[config.mk]
export PLATFORM = sky130hd
export DESIGN_NAME = pipe_power_detect_ctrl
export DESIGN_NICKNAME = d
export VERILOG_FILES = /design/src/rtl/pipe_ctrl_pkg.sv /design/src/rtl/pipe_lane_capture.sv /design/src/rtl/pipe_power_detect_ctrl.sv
export SDC_FILE = /design/constraint.sdc
export NUM_CORES = 1
export LEC_CHECK = 0
export CAP_MARGIN = 10
export CORE_ASPECT_RATIO = 2
export CORE_MARGIN = 2
export CORE_UTILIZATION = 40
export CTS_BUF_LIST = sky130_fd_sc_hd__clkbuf_16
export DETAILED_ROUTE_END_ITERATION = 10
export PLACE_DENSITY = 0.76
export SYNTH_ARGS = -nofsm -noshare
export SYNTH_HDL_FRONTEND = slang
export SYNTH_SLANG_ARGS = --single-unit
[constraint.sdc]
create_clock -name pclk -period 2.8 [get_ports pclk]
set_clock_uncertainty 0.2 [all_clocks]
set_input_delay 0.56 -clock pclk [delete_from_list [all_inputs] [get_ports pclk]]
set_output_delay 0.56 -clock pclk [all_outputs]
set_load 0.01 [all_outputs]
[src/rtl/pipe_ctrl_pkg.sv]
// Shared encodings for the PIPE power/detect controller.
package pipe_ctrl_pkg;

  // PIPE PowerDown encodings
  localparam logic [3:0] PD_P0  = 4'b0000;
  localparam logic [3:0] PD_P0S = 4'b0001;
  localparam logic [3:0] PD_P1  = 4'b0010;
  localparam logic [3:0] PD_P2  = 4'b0011;

  // RxStatus value reported for a detected receiver
  localparam logic [2:0] RXSTAT_DETECTED = 3'b011;

  typedef enum logic [2:0] {
    ST_IDLE     = 3'd0,
    ST_DET_WAIT = 3'd1,
    ST_DET_DONE = 3'd2,
    ST_PD_WAIT  = 3'd3,
    ST_PD_DONE  = 3'd4
  } ctrl_state_e;

endpackage

[src/rtl/pipe_lane_capture.sv]
// Per-lane sticky PhyStatus capture with the receiver-detect result bit.
module pipe_lane_capture
  import pipe_ctrl_pkg::*;
(
  input  logic       pclk,
  input  logic       reset_n,
  input  logic       clear,
  input  logic       result_clear,
  input  logic       capture_en,
  input  logic       result_en,
  input  logic       phy_status,
  input  logic [2:0] rx_status,
  output logic       captured,
  output logic       result
);

  // Sticky flag: set on first PhyStatus while a wait is active
  always_ff @(posedge pclk or negedge reset_n) begin
    if (!reset_n) begin
      captured <= 1'b0;
    end else if (clear) begin
      captured <= 1'b0;
    end else if (capture_en && phy_status) begin
      captured <= 1'b1;
    end
  end

  // Result sampled only on the first PhyStatus of a detect; repeats are ignored
  always_ff @(posedge pclk or negedge reset_n) begin
    if (!reset_n) begin
      result <= 1'b0;
    end else if (result_clear) begin
      result <= 1'b0;
    end else if (capture_en && result_en && phy_status && !captured) begin
      result <= (rx_status == RXSTAT_DETECTED);
    end
  end

endmodule

[src/rtl/pipe_power_detect_ctrl.sv]
// MAC-side PIPE controller: sequences receiver detection and PowerDown
// changes across all lanes, waits on PhyStatus, and enforces a timeout.
module pipe_power_detect_ctrl
  import pipe_ctrl_pkg::*;
#(
  parameter int unsigned NUM_LANES      = 4,
  parameter int unsigned PD_W           = 4,
  parameter int unsigned TIMEOUT_CYCLES = 1024
) (
  input  logic                   pclk,
  input  logic                   reset_n,
  input  logic                   detect_req,
  input  logic                   pd_req,
  input  logic [PD_W-1:0]        pd_target,
  input  logic [NUM_LANES-1:0]   elec_idle_req,
  input  logic [NUM_LANES-1:0]   PhyStatus,
  input  logic [3*NUM_LANES-1:0] RxStatus,
  output logic                   TxDetectRx_Loopback,
  output logic [PD_W-1:0]        PowerDown,
  output logic [NUM_LANES-1:0]   TxElecIdle,
  output logic                   detect_done,
  output logic [NUM_LANES-1:0]   detect_result,
  output logic                   detect_timeout,
  output logic                   pd_ack,
  output logic                   busy
);

  localparam int unsigned TMR_W = (TIMEOUT_CYCLES > 1) ? $clog2(TIMEOUT_CYCLES) : 1;
  localparam logic [TMR_W-1:0] TMR_LAST = TMR_W'(TIMEOUT_CYCLES - 1);

  ctrl_state_e          state_q;
  ctrl_state_e          state_d;
  logic [PD_W-1:0]      pd_d;
  logic [TMR_W-1:0]     timer_q;
  logic [NUM_LANES-1:0] mask;
  logic                 in_wait;
  logic                 in_det_wait;
  logic                 all_captured;
  logic                 expired;
  logic                 start;
  logic                 start_det;
  logic                 timeout_d;

  assign in_det_wait  = (state_q == ST_DET_WAIT);
  assign in_wait      = in_det_wait || (state_q == ST_PD_WAIT);
  assign all_captured = &(mask | PhyStatus);
  assign expired      = (timer_q == TMR_LAST);
  assign start        = (state_q == ST_IDLE) &&
                        ((state_d == ST_DET_WAIT) || (state_d == ST_PD_WAIT));
  assign start_det    = (state_q == ST_IDLE) && (state_d == ST_DET_WAIT);
  // Completion in the terminal timer cycle counts as success, not timeout
  assign timeout_d    = in_wait && expired && !all_captured;

  // Per-lane capture slices
  for (genvar i = 0; i < NUM_LANES; i++) begin : g_lane
    pipe_lane_capture u_cap (
      .pclk         (pclk),
      .reset_n      (reset_n),
      .clear        (start),
      .result_clear (start_det),
      .capture_en   (in_wait),
      .result_en    (in_det_wait),
      .phy_status   (PhyStatus[i]),
      .rx_status    (RxStatus[3*i +: 3]),
      .captured     (mask[i]),
      .result       (detect_result[i])
    );
  end

  // State register
  always_ff @(posedge pclk or negedge reset_n) begin
    if (!reset_n) begin
      state_q <= ST_IDLE;
    end else begin
      state_q <= state_d;
    end
  end

  // Next-state and next PowerDown; detect wins over a simultaneous pd_req
  always_comb begin
    state_d = state_q;
    pd_d    = PowerDown;
    case (state_q)
      ST_IDLE: begin
        if (detect_req) begin
          state_d = ST_DET_WAIT;
          pd_d    = PD_W'(PD_P1);
        end else if (pd_req) begin
          if (pd_target != PowerDown) begin
            state_d = ST_PD_WAIT;
            pd_d    = pd_target;
          end else begin
            state_d = ST_PD_DONE;
          end
        end
      end
      ST_DET_WAIT: if (all_captured || expired) state_d = ST_DET_DONE;
      ST_PD_WAIT:  if (all_captured || expired) state_d = ST_PD_DONE;
      ST_DET_DONE: state_d = ST_IDLE;
      ST_PD_DONE:  state_d = ST_IDLE;
      default:     state_d = ST_IDLE;
    endcase
  end

  // Wait timer: cleared on entry, saturates at terminal count
  always_ff @(posedge pclk or negedge reset_n) begin
    if (!reset_n) begin
      timer_q <= '0;
    end else if (start) begin
      timer_q <= '0;
    end else if (in_wait && !expired) begin
      timer_q <= timer_q + TMR_W'(1);
    end
  end

  // Registered PHY-side and LTSSM-side outputs, driven from next-state values
  always_ff @(posedge pclk or negedge reset_n) begin
    if (!reset_n) begin
      TxDetectRx_Loopback <= 1'b0;
      PowerDown           <= PD_W'(PD_P1);
      TxElecIdle          <= {NUM_LANES{1'b1}};
      detect_done         <= 1'b0;
      detect_timeout      <= 1'b0;
      pd_ack              <= 1'b0;
      busy                <= 1'b0;
    end else begin
      TxDetectRx_Loopback <= (state_d == ST_DET_WAIT);
      PowerDown           <= pd_d;
      TxElecIdle          <= ((state_d == ST_DET_WAIT) || (pd_d != PD_W'(PD_P0))) ?
                             {NUM_LANES{1'b1}} : elec_idle_req;
      detect_done         <= (state_d == ST_DET_DONE);
      detect_timeout      <= timeout_d;
      pd_ack              <= (state_d == ST_PD_DONE);
      busy                <= (state_d != ST_IDLE);
    end
  end

endmodule
==> summary.md, run 1 <==
| Metric | Value |
|---|---|
| Status | finished clean |
| Full die area | 4800 µm² |
| Area Overhead vs Synth | 36.8% |
| Final wirelength | 3.62 mm |
| CTS Buf Count | 5 |
| Worst Tran Pin Value | approximately 0.63 ns |
| P_sw | 0.000723 W |
| Post-CTS sizing | 0 |
| Sequential area share after synthesis | 0.506 |
| CP Class | in -> reg |
| Worst hold path cell count | 2 |
| Vias/cell | just over 5 |
| Skew-Pair Late Insertion Delay | between 0.2 and 0.3 ns |
| Distinct cells, synth | 43 |
| Clk slew on worst S/H paths | 0.05 ns |
| Post-Syn Area per Cell | between 10 and 15 µm² |
| Pwr dens | 909 nW/µm² |
| Startpoint Class | input port |
| Leakage Power | 0.982 nW |
| Core area | 4090 µm² |
| EDFF count, synth | 0 |
| # nets final | ~230 |
| Max cap viols | 0 |
| CTS Sinks | 34 |
| Comb pwr share | 0.401 |
| Yosys warns | 0 |
| Power share of the clock group | 0.239 |
| Reg2Reg Launch Point | timer_q[0] |
| Final Max Tran Viols | 0 |
| Fin crit share | 0.900 |
| # IOs | 45 |
| List of most frequent post-synthesis cells | dfrtp_1, nor2_1, nand2_1 |
| # rows | 33 |
| Peak VDD IR | 0.000596 V |
| Top_reg_cell synth | dfrtp_1 |
| Setup WS pre-CTS | -0.0111 ns |
| DRT iter0 DRCs | 17 |
| Placer Congestion | just under 0.9 |
| Fmax | approximately 400 MHz |
| Crit path max fanout | 5 |
| Setup bufs post-CTS | 0 |
| Hold EP | g_lane[0].u_cap.captured |
| Crit Reg-Reg Endpoint | timer_q[7] |
| Worst reg2reg setup slack | a little under 0.5 ns |
| Mapped Cells | 157 |
| CTS tree | built |
| Yosys top cell area share | 0.428 |
| Max clock buf depth | 2 |
| Post-layout util | 0.567 |
| Final setup TNS | 0 ns |
| Synth area leader | dfrtp_1 |
| Detail Route Antenna Nets | 0 |
| Largest net degree at the start of global routing | 35 |
| RSZ-0062 raised after global routing | no |
| Worst Setup End Kind | flip-flop |
| Initial core utilization | 0.414 |
| R2R cell count | 6 |
| # DRC | 0 |
| WP data required | approximately 2.8 ns |
| Post-DP Area | 2180 µm² |
| Hold-fix buffers, CTS | 0 |
| First-pass DRT Iterations | 4 |
| Final Critical Period | 2.52 ns |
| Overall Global Routing Usage | 0.166 |
| Finished layout cell area | 2320 µm² |
| Final setup fails | 0 |
| Antenna Diode Count | 0 |
| Net Sw Frac | 0.344 |
| Fill cell count | 364 |
| Vias in the first global route | 1325 |
| DP HPWL | 2.76 mm |
| CTS H-tree lvls | 2 |
| GR Overflow Total | 0 |
| DIE WIDTH | 50.0 µm |
| Worst Hold Launch | g_lane[0].u_cap.captured |
| Area contributors post-synth | dfrtp_1, dfstp_2, nor2_1 |
| Global-route wire length before repair | 5.88 mm |
| Count leader, synth | dfrtp_1 |
| Die Ht | roughly 96 µm |
| Post-Syn Area | 1690 µm² |
| Via count | 1312 |
| Layout cell share with drive strength beyond 1 | 0.132 |
| Final Hold Fails | 0 |
| Slew margin rel. | 0.577 |
| WL per Instance | approximately 14 µm |
| # port buffers | 44 |
| Worst EP arrival | 2.47 ns |
| Post-Syn Nets | 186 |
| Internal power | 0.00138 W |
| Initial antenna violation count | 0 |
| Post-synth ARST share | 1.00 |
| CTS root buf | clkbuf_16 |
| Seq cells post-synth | 34 |
| Min-Delay Path Class | reg -> reg |
| Reg power frac | 0.360 |
| Setup WS post-layout | 0.280 ns |
## per-layer routing
metal  vias up  part of all wire  track usage
li1        650                 -            -
met1       622              0.36        0.161
met2        31              0.58        0.313
met3         9             0.030       0.0342
met4         0             0.029       0.0972
met5         -                 0            0
## placed cells by master (no fill, tap or decap), drive strengths merged, types with 2 or more instances in the layout
| cell | Yosys | routed |
|---|---|---|
| dfrtp | 29 | 29 |
| or3 | 4 | 4 |
| nor4 | 2 | 2 |
| nand4 | 2 | 2 |
| xor2 | 7 | 7 |
| buf | 5 | 3 |
| xnor2 | 3 | 3 |
| and4 | 4 | 4 |
| nor2 | 22 | 22 |
| nand3 | 5 | 5 |
| clkinv | 0 | 3 |
| a21oi | 9 | 9 |
| clkdlybuf4s50 | 0 | 44 |
| o21ai | 4 | 4 |
| or4 | 4 | 4 |
| nand2 | 19 | 19 |
| mux2i | 5 | 5 |
| nor3 | 2 | 2 |
| clkbuf | 2 | 5 |
| a32o | 2 | 2 |
| and2 | 4 | 4 |
| dfstp | 5 | 5 |
| nand3b | 4 | 4 |
## through the flow
step | hold slack [ns] | instances | total power (W)
after detailed placement | 0.305 | 249 | 0.00162
after global routing | 0.359 | 257 | 0.00225
after floorplan | 0.0644 | 157 | 0.00130
after CTS | 0.317 | 257 | 0.00214
after global placement | 0.300 | 249 | 0.00160
final | 0.315 | 257 | 0.00211
## area by class of cell
class                      count  area [µm²]  area share
tap                           52        65.1      0.0281
multi-input combinational    115         792       0.342
clock inverter                 3        11.3     0.00486
timing repair buffer          47         463       0.200
inverter                       1        3.75     0.00162
sequential                    34         857       0.370
clock buffer                   5         125      0.0540
## worst max-delay path by stage
stage                      start       endpoint  cells after the start
floorplan           pd_target[2]           busy                      5
global placement    pd_target[2]           busy                      6
detailed placement  pd_target[2]           busy                      6
CTS                 pd_target[2]           busy                      6
global route        pd_target[2]  TxElecIdle[1]                      6
finish              pd_target[2]           busy                      6
## critical path, cell delays in order
cell and delay [ns]:
clkdlybuf4s50_1 0.46, xor2_1 0.20, nor4_4 0.46, nor3_4 0.08, or3_4 0.34, or3_1 0.37
## cells by family (layout without fill, tap and decap cells)
kind of cell | count (synthesis) | after routing | share of synthesized area
DFF | 34 | 34 | 0.506
muxes | 5 | 5 | 0.0295
xor gates and xnor gates | 10 | 10 | 0.0517
buffers and inverters | 8 | 56 | 0.0266
AOI/OAI and AO/OA | 24 | 24 | 0.123
adders and majority gates | 1 | 1 | 0.00738
and+or+nand+nor | 75 | 75 | 0.256
## sequential cells by signal, indices dropped and copies added (netlist names)
signal                 cells
TxElecIdle                 4
TxDetectRx_Loopback        1
g_lane.u_cap.captured      4
detect_done                1
pd_ack                     1
state_q                    3
busy                       1
timer_q                   10
g_lane.u_cap.result        4
detect_timeout             1
PowerDown                  4
## power by group through the flow
stage                     combinational (W)  sequential, W  clock (W)
after floorplan                    0.000522       0.000775          0
after global placement             0.000835       0.000763          0
after detailed placement           0.000854       0.000766          0
after CTS                          0.000863       0.000760   0.000514
after global routing               0.000932       0.000784   0.000539
final                              0.000845       0.000757   0.000503
(Power assumes the default switching activity.)
==> run 2: changes to the inputs <==
SLEW_MARGIN = 20   (was default)
==> results of run 2 <==
No change in the layout: final DEF, timing and power equal those of run 1.
==> run 3: changes to the inputs <==
SLEW_MARGIN = default   (was 20)
==> results of run 3 <==
No change in the layout: final DEF, timing and power equal those of run 1.
